===== config.mk =====
export PLATFORM = sky130hd
export DESIGN_NAME = vedic_dot8
export DESIGN_NICKNAME = d
export VERILOG_FILES = /design/src/rtl/vedic_pkg.sv /design/src/rtl/vedic_8x8.sv /design/src/rtl/vedic_dot8.sv
export SDC_FILE = /design/constraint.sdc
export NUM_CORES = 1
export LEC_CHECK = 0
export ABC_AREA = 0
export BUFFER_PORTS_ARGS = -buffer_cell sky130_fd_sc_hd__buf_4
export CAP_MARGIN = 20
export CORE_UTILIZATION = 52
export CTS_CLUSTER_SIZE = 28
export DETAILED_ROUTE_END_ITERATION = 7
export PLACE_DENSITY_LB_ADDON = 0.08
export SETUP_SLACK_MARGIN = 0.02
export SLEW_MARGIN = 20
export SYNTH_ARGS = -nofsm -noshare
export SYNTH_HDL_FRONTEND = slang
export SYNTH_HIERARCHICAL = 1
export SYNTH_SLANG_ARGS = --single-unit

===== constraint.sdc =====
create_clock -name clk -period 7.1 [get_ports clk]
set_clock_uncertainty 0.15 [all_clocks]
set_input_delay 1.775 -clock clk [delete_from_list [all_inputs] [get_ports clk]]
set_output_delay 1.775 -clock clk [all_outputs]
set_load 0.01 [all_outputs]

===== src/rtl/vedic_pkg.sv =====
// Shared constants and Vedic (Urdhva-Tiryagbhyam) partial-product helpers
// for the 8-bit dot-product accumulator.
package vedic_pkg;

    localparam int PROD_W        = 16;
    localparam int CNT_W         = 8;
    localparam int CNT_MAX       = 255;
    localparam int ACC_W_DEFAULT = 24;

    // The 2x2 base cell uses the vertical and crosswise partial products.
    function automatic logic [3:0] vedic_2x2(input logic [1:0] a, input logic [1:0] b);
        logic v0;
        logic x0;
        logic x1;
        logic v1;
        logic c1;
        v0 = a[0] & b[0];
        x0 = a[1] & b[0];
        x1 = a[0] & b[1];
        v1 = a[1] & b[1];
        c1 = x0 & x1;
        return {v1 & c1, v1 ^ c1, x0 ^ x1, v0};
    endfunction

    function automatic logic [7:0] vedic_4x4(input logic [3:0] a, input logic [3:0] b);
        logic [3:0] ll;
        logic [3:0] hl;
        logic [3:0] lh;
        logic [3:0] hh;
        ll = vedic_2x2(a[1:0], b[1:0]);
        hl = vedic_2x2(a[3:2], b[1:0]);
        lh = vedic_2x2(a[1:0], b[3:2]);
        hh = vedic_2x2(a[3:2], b[3:2]);
        return {4'b0, ll} + {2'b0, hl, 2'b0} + {2'b0, lh, 2'b0} + {hh, 4'b0};
    endfunction

endpackage


===== src/rtl/vedic_8x8.sv =====
// Combinational 8x8 unsigned Vedic multiplier built from four 4x4 Vedic blocks.
module vedic_8x8
    import vedic_pkg::*;
(
    input  logic [7:0]        a,
    input  logic [7:0]        b,
    output logic [PROD_W-1:0] p
);

    logic [7:0] ll;
    logic [7:0] hl;
    logic [7:0] lh;
    logic [7:0] hh;

    always_comb begin
        ll = vedic_4x4(a[3:0], b[3:0]);
        hl = vedic_4x4(a[7:4], b[3:0]);
        lh = vedic_4x4(a[3:0], b[7:4]);
        hh = vedic_4x4(a[7:4], b[7:4]);
        p  = {8'b0, ll} + {4'b0, hl, 4'b0} + {4'b0, lh, 4'b0} + {hh, 8'b0};
    end

endmodule


===== src/rtl/vedic_dot8.sv =====
// Streaming unsigned 8-bit dot product: one registered operand stage (S1)
// feeding a wrapping accumulator with saturating element count and sticky overflow.
module vedic_dot8
    import vedic_pkg::*;
#(
    parameter int ACC_W = ACC_W_DEFAULT
) (
    input  logic             clk,
    input  logic             rst,
    input  logic             in_valid,
    output logic             in_ready,
    input  logic [7:0]       in_a,
    input  logic [7:0]       in_b,
    input  logic             in_last,
    output logic             out_valid,
    input  logic             out_ready,
    output logic [ACC_W-1:0] out_sum,
    output logic [7:0]       out_count,
    output logic             out_ovf
);

    // Handshake: a beat transfers on a rising edge where valid && ready are both
    // high; valid/data hold while ready is low, and ready never waits on valid.

    logic             s1_valid_q, s1_valid_d;
    logic [7:0]       s1_a_q, s1_a_d;
    logic [7:0]       s1_b_q, s1_b_d;
    logic             s1_last_q, s1_last_d;
    logic [ACC_W-1:0] acc_q, acc_d;
    logic [CNT_W-1:0] cnt_q, cnt_d;
    logic             ovf_q, ovf_d;
    logic             first_q, first_d;
    logic             out_valid_q, out_valid_d;
    logic [ACC_W-1:0] out_sum_q, out_sum_d;
    logic [CNT_W-1:0] out_count_q, out_count_d;
    logic             out_ovf_q, out_ovf_d;

    logic [PROD_W-1:0] prod;
    logic              s1_advance;
    logic              in_xfer;
    logic [ACC_W-1:0]  acc_base;
    logic [ACC_W:0]    acc_sum;

    vedic_8x8 u_mul (
        .a (s1_a_q),
        .b (s1_b_q),
        .p (prod)
    );

    // A finished vector may only leave S1 if the result register can take it.
    assign s1_advance = s1_valid_q && !(s1_last_q && out_valid_q && !out_ready);
    assign in_ready   = !s1_valid_q || s1_advance;
    assign in_xfer    = in_valid && in_ready;

    assign acc_base = first_q ? '0 : acc_q;
    assign acc_sum  = {1'b0, acc_base} + {{(ACC_W + 1 - PROD_W){1'b0}}, prod};

    always_comb begin
        s1_valid_d  = s1_valid_q;
        s1_a_d      = s1_a_q;
        s1_b_d      = s1_b_q;
        s1_last_d   = s1_last_q;
        acc_d       = acc_q;
        cnt_d       = cnt_q;
        ovf_d       = ovf_q;
        first_d     = first_q;
        out_valid_d = out_valid_q;
        out_sum_d   = out_sum_q;
        out_count_d = out_count_q;
        out_ovf_d   = out_ovf_q;

        if (in_xfer) begin
            s1_valid_d = 1'b1;
            s1_a_d     = in_a;
            s1_b_d     = in_b;
            s1_last_d  = in_last;
        end else if (s1_advance) begin
            s1_valid_d = 1'b0;
        end

        if (out_valid_q && out_ready) begin
            out_valid_d = 1'b0;
        end

        if (s1_advance) begin
            acc_d   = acc_sum[ACC_W-1:0];
            ovf_d   = (first_q ? 1'b0 : ovf_q) | acc_sum[ACC_W];
            first_d = s1_last_q;
            if (first_q) begin
                cnt_d = CNT_W'(1);
            end else if (cnt_q == CNT_W'(CNT_MAX)) begin
                cnt_d = cnt_q;
            end else begin
                cnt_d = cnt_q + CNT_W'(1);
            end
            if (s1_last_q) begin
                out_valid_d = 1'b1;
                out_sum_d   = acc_d;
                out_count_d = cnt_d;
                out_ovf_d   = ovf_d;
            end
        end
    end

    always_ff @(posedge clk) begin
        if (rst) begin
            s1_valid_q  <= 1'b0;
            s1_a_q      <= '0;
            s1_b_q      <= '0;
            s1_last_q   <= 1'b0;
            acc_q       <= '0;
            cnt_q       <= '0;
            ovf_q       <= 1'b0;
            first_q     <= 1'b1;
            out_valid_q <= 1'b0;
            out_sum_q   <= '0;
            out_count_q <= '0;
            out_ovf_q   <= 1'b0;
        end else begin
            s1_valid_q  <= s1_valid_d;
            s1_a_q      <= s1_a_d;
            s1_b_q      <= s1_b_d;
            s1_last_q   <= s1_last_d;
            acc_q       <= acc_d;
            cnt_q       <= cnt_d;
            ovf_q       <= ovf_d;
            first_q     <= first_d;
            out_valid_q <= out_valid_d;
            out_sum_q   <= out_sum_d;
            out_count_q <= out_count_d;
            out_ovf_q   <= out_ovf_d;
        end
    end

    assign out_valid = out_valid_q;
    assign out_sum   = out_sum_q;
    assign out_count = out_count_q;
    assign out_ovf   = out_ovf_q;

endmodule


==> results.txt <==
----------------------------------------------------
[Floorplan]
  Die footprint ... 13970 µm²
  X dimension of the die ... 118.2 µm
  Number of top-level pins ... 56
  Number of rows in the core area ... 42
  Core area ... 13190 µm²
  Initial cell density of the core ... 0.5322
  Overall die height ... 118.2 µm

[Drt]
  DRC errors left ... 0
  Detail-routed net length per standard cell ... 15.53 µm
  Drt initial violations ... 299
  Total via count in the routed design ... 6180
  Number of nets with antenna violations after detailed routing ... 0
  Via count normalized by instance count ... 5.665
  Overall routed net length ... 16940 µm
  Length of the first detailed-routing pass in iterations ... 4

[Synthesis]
  Area fraction of the dominant cell type after synthesis ... 0.2453
  Most instantiated flip-flop cell in the synthesis netlist ... sky130_fd_sc_hd__dfxtp_1
  Number of enable-type register cells in the synthesized netlist ... 0
  Net count after synthesis ... 1000
  Number of distinct standard cells referenced by the synthesized netlist ... 71
  Syn Std Cell Area ... 7019 µm²
  Total of warnings raised by yosys ... 6
  Leading cell types by total area after synthesis ... sky130_fd_sc_hd__dfxtp_1, sky130_fd_sc_hd__ha_1, sky130_fd_sc_hd__fa_1, sky130_fd_sc_hd__nand2_1, sky130_fd_sc_hd__a21oi_1
  FF+latch count, synth ... 86
  Synth area leader ... sky130_fd_sc_hd__dfxtp_1
  Post-synthesis sequential area ratio ... 0.2453
  Number of instances in the synthesized netlist ... 876
  Async S/R FF share, synth ... 0
  Synthesized area per cell ... 8.013 µm²

[Clock tree]
  CTS root buffer ... sky130_fd_sc_hd__clkbuf_16
  CTS tree ... yes
  Clk slew on worst S/H paths ... 70 ps
  Number of clock buffers inserted by TritonCTS ... 9
  Hold-fix buffers at CTS ... 0
  Clock latency on the worst-skew pair ... 350 ps
  Buffers from clock root to sink, at most ... 2
  Total clock sinks ... 86
  CTS H-Tree Depth ... 3

[Placement]
  Buffers on Ports ... 55
  Post-place instance area ... 7569 µm²
  Post-DP HPWL ... 12290 µm
  Gp weighted congestion ... 0.8973

[Layout]
  Share of post-route cells with drive strength above 1 ... 0.1115
  Most frequent standard cell in the layout excluding fill and tap cells ... sky130_fd_sc_hd__nand2_1
  Area overhead of the layout relative to synthesis ... 12.39%
  Area occupied by multi-input gates ... 4851 µm²
  Inserted Diodes ... 0
  Number of fill cells in the layout ... 1211
  Register area ... 1723 µm²
  Total non-filler cell area in the finished layout ... 7889 µm²
  Count of nets after finishing ... 1034
  Top library cells by usage in the layout, fill and taps aside ... sky130_fd_sc_hd__nand2_1, sky130_fd_sc_hd__dfxtp_1, sky130_fd_sc_hd__a21oi_1, sky130_fd_sc_hd__inv_1, sky130_fd_sc_hd__ha_1

[Power]
  Final total power ... 1.150 mW
  Power density normalized to cell area ... 145.8 nW/µm²
  Static leakage power ... 3.715 nW
  Maximum ir drop on the vdd rail ... 113.5 µV

[Timing]
  RSZ-0062 raised after global routing ... no
  Worst-margin pin slew ... 919.0 ps
  Sum of negative setup slack ... 0 ps
  Maximum clock frequency ... 0.1494 GHz
  Shortest clock period the worst path allows after layout ... 6695 ps
  Final-report setup violation count ... 0
  Final worst-path cycle share ... 0.9429
  Max_slew headroom ... 0.3873
  Final Max Tran Viols ... 0
  Hold Vio Cnt, Final ... 0

[Flow run]
  Number of violations of the max-capacitance limit ... 0

[Critical path]
  Largest fanout on the critical path ... 10
  Delay of the slowest cell on the worst path ... 650 ps
  Kind of launch point of the worst setup path ... register
  Critical Path Most Common Cell ... sky130_fd_sc_hd__ha_1
  Element type at the critical path end ... register
  Buf/Inv on CP ... 3
  Required time of the critical path ... 7200 ps
  Cell type of the slowest stage on the worst timing path ... sky130_fd_sc_hd__or4b_2
  Register-to-register setup slack ... 410 ps
  Arrival @ worst endpoint ... 6790 ps
  CP delay by family, top ... adder cells
  Kind of critical path ... reg -> reg

[GRT]
  GR Overflow Total ... 0
  Pin count of the biggest net entering global routing ... 90
  Global-route wire length before repair ... 27900 µm
  Aggregate global-route resource usage ... 0.2469
  Initial antenna violation count ... 0
  Vias in the first global route ... 5894

[Status]
  Outcome ... completed

[Worst hold path]
  Class of the most critical hold timing path ... reg -> reg

----------------------------------------------------
## registers in the layout, indices dropped and copies added (netlist names)
name        cells
cnt_q           8
out_count       8
acc_q          24
s1_b_q          8
out_ovf         1
s1_valid_q      1
out_sum        24
out_valid       1
first_q         1
s1_a_q          8
ovf_q           1
s1_last_q       1
## power breakdown
part           switching, mW  internal, mW
Combinational         0.0820        0.0518
Clock                  0.220         0.285
Sequential            0.0169         0.494
Total                  0.319         0.831
## layer usage
metal  wire length (µm)  global-route usage  vias up
li1                   -                   -     3092
met1               7920              0.3265     2928
met2               7921              0.4085      138
met3                686             0.02751       22
met4                411              0.1042        0
met5                  0                   0        -
## worst register-to-register path: stages, from the launching register on
cell,delay [ps]
sky130_fd_sc_hd__dfxtp_1,390
sky130_fd_sc_hd__and2_1,210
sky130_fd_sc_hd__ha_1,200
sky130_fd_sc_hd__ha_1,270
sky130_fd_sc_hd__inv_1,50
sky130_fd_sc_hd__fa_1,500
sky130_fd_sc_hd__inv_1,70
sky130_fd_sc_hd__fa_1,470
sky130_fd_sc_hd__a21o_1,210
sky130_fd_sc_hd__a21oi_1,170
sky130_fd_sc_hd__xor2_1,110
sky130_fd_sc_hd__fa_1,530
sky130_fd_sc_hd__inv_1,40
sky130_fd_sc_hd__ha_1,340
sky130_fd_sc_hd__nor2b_4,150
sky130_fd_sc_hd__o31a_4,300
sky130_fd_sc_hd__o21ai_2,190
sky130_fd_sc_hd__nor3b_2,70
sky130_fd_sc_hd__xnor2_1,130
sky130_fd_sc_hd__ha_1,420
sky130_fd_sc_hd__and2_1,260
sky130_fd_sc_hd__and2_1,180
sky130_fd_sc_hd__a32oi_2,250
sky130_fd_sc_hd__nand3_2,200
sky130_fd_sc_hd__or4b_2,650
sky130_fd_sc_hd__o311ai_0,110
## per-stage QoR
step                      hold WS [ps]  std cells    util  setup slack [ps]
final                            298.9       1091  0.5981             405.5
after floorplan                  281.8        876       -             879.0
after CTS                        300.6       1091  0.5970             326.7
after global routing             315.0       1091  0.5981             78.96
after global placement           287.9       1075  0.5738             467.3
after detailed placement         291.7       1075  0.5738             379.1
## final timing paths
| path | end | startpoint | depth (start not counted) |
|---|---|---|---|
| worst max register to register | acc_q[16]$_SDFFE_PP0P_ | s1_b_q[2]$_SDFFE_PP0P_ | 25 |
| worst max-delay path | acc_q[16]$_SDFFE_PP0P_ | s1_b_q[2]$_SDFFE_PP0P_ | 25 |
| worst min-delay path | acc_q[11]$_SDFFE_PP0P_ | acc_q[11]$_SDFFE_PP0P_ | 2 |
| worst min register to register | acc_q[11]$_SDFFE_PP0P_ | acc_q[11]$_SDFFE_PP0P_ | 2 |
## cell families (layout without fill, tap and decap cells)
| family | Yosys count | in the layout | synth area share |
|---|---|---|---|
| mux | 3 | 3 | 0.004278 |
| buf+inv | 122 | 161 | 0.06542 |
| flops | 86 | 86 | 0.2453 |
| compound gates | 202 | 202 | 0.1913 |
| simple gates | 332 | 332 | 0.2421 |
| xor+xnor | 28 | 28 | 0.03601 |
| fa+ha+maj | 103 | 103 | 0.2157 |
## timing repair
action	in CTS	in global routing
buffers inserted	0	0
gates resized for setup	0	3
setup endpoints to repair	0	3
## synthesized netlist by cell type (7+ instances only)
cell type                  count
sky130_fd_sc_hd__and3_1        9
sky130_fd_sc_hd__xor2_1       13
sky130_fd_sc_hd__ha_1         73
sky130_fd_sc_hd__a211oi_1      8
sky130_fd_sc_hd__inv_1        78
sky130_fd_sc_hd__a21oi_1      82
sky130_fd_sc_hd__buf_1         7
sky130_fd_sc_hd__nor3_1        8
sky130_fd_sc_hd__nor2b_1      23
sky130_fd_sc_hd__nand2_1     122
sky130_fd_sc_hd__and2_1       65
sky130_fd_sc_hd__o21ai_0      19
sky130_fd_sc_hd__clkbuf_1     34
sky130_fd_sc_hd__a31oi_1      12
sky130_fd_sc_hd__dfxtp_1      86
sky130_fd_sc_hd__a21o_1       23
sky130_fd_sc_hd__nand4_1       7
sky130_fd_sc_hd__fa_1         30
sky130_fd_sc_hd__a311oi_1      7
sky130_fd_sc_hd__xnor2_1      14
sky130_fd_sc_hd__nor2_1       30
sky130_fd_sc_hd__nand3_1      34
## area by class of cell
| class | instances | share of cell area |
|---|---|---|
| Tap cell | 176 | 0.02791 |
| Multi-Input combinational cell | 668 | 0.6149 |
| Clock inverter | 6 | 0.008565 |
| Inverter | 80 | 0.03807 |
| Clock buffer | 10 | 0.03029 |
| Sequential cell | 86 | 0.2184 |
| Timing Repair Buffer | 65 | 0.06186 |
Power figures use the tool's default switching activity.
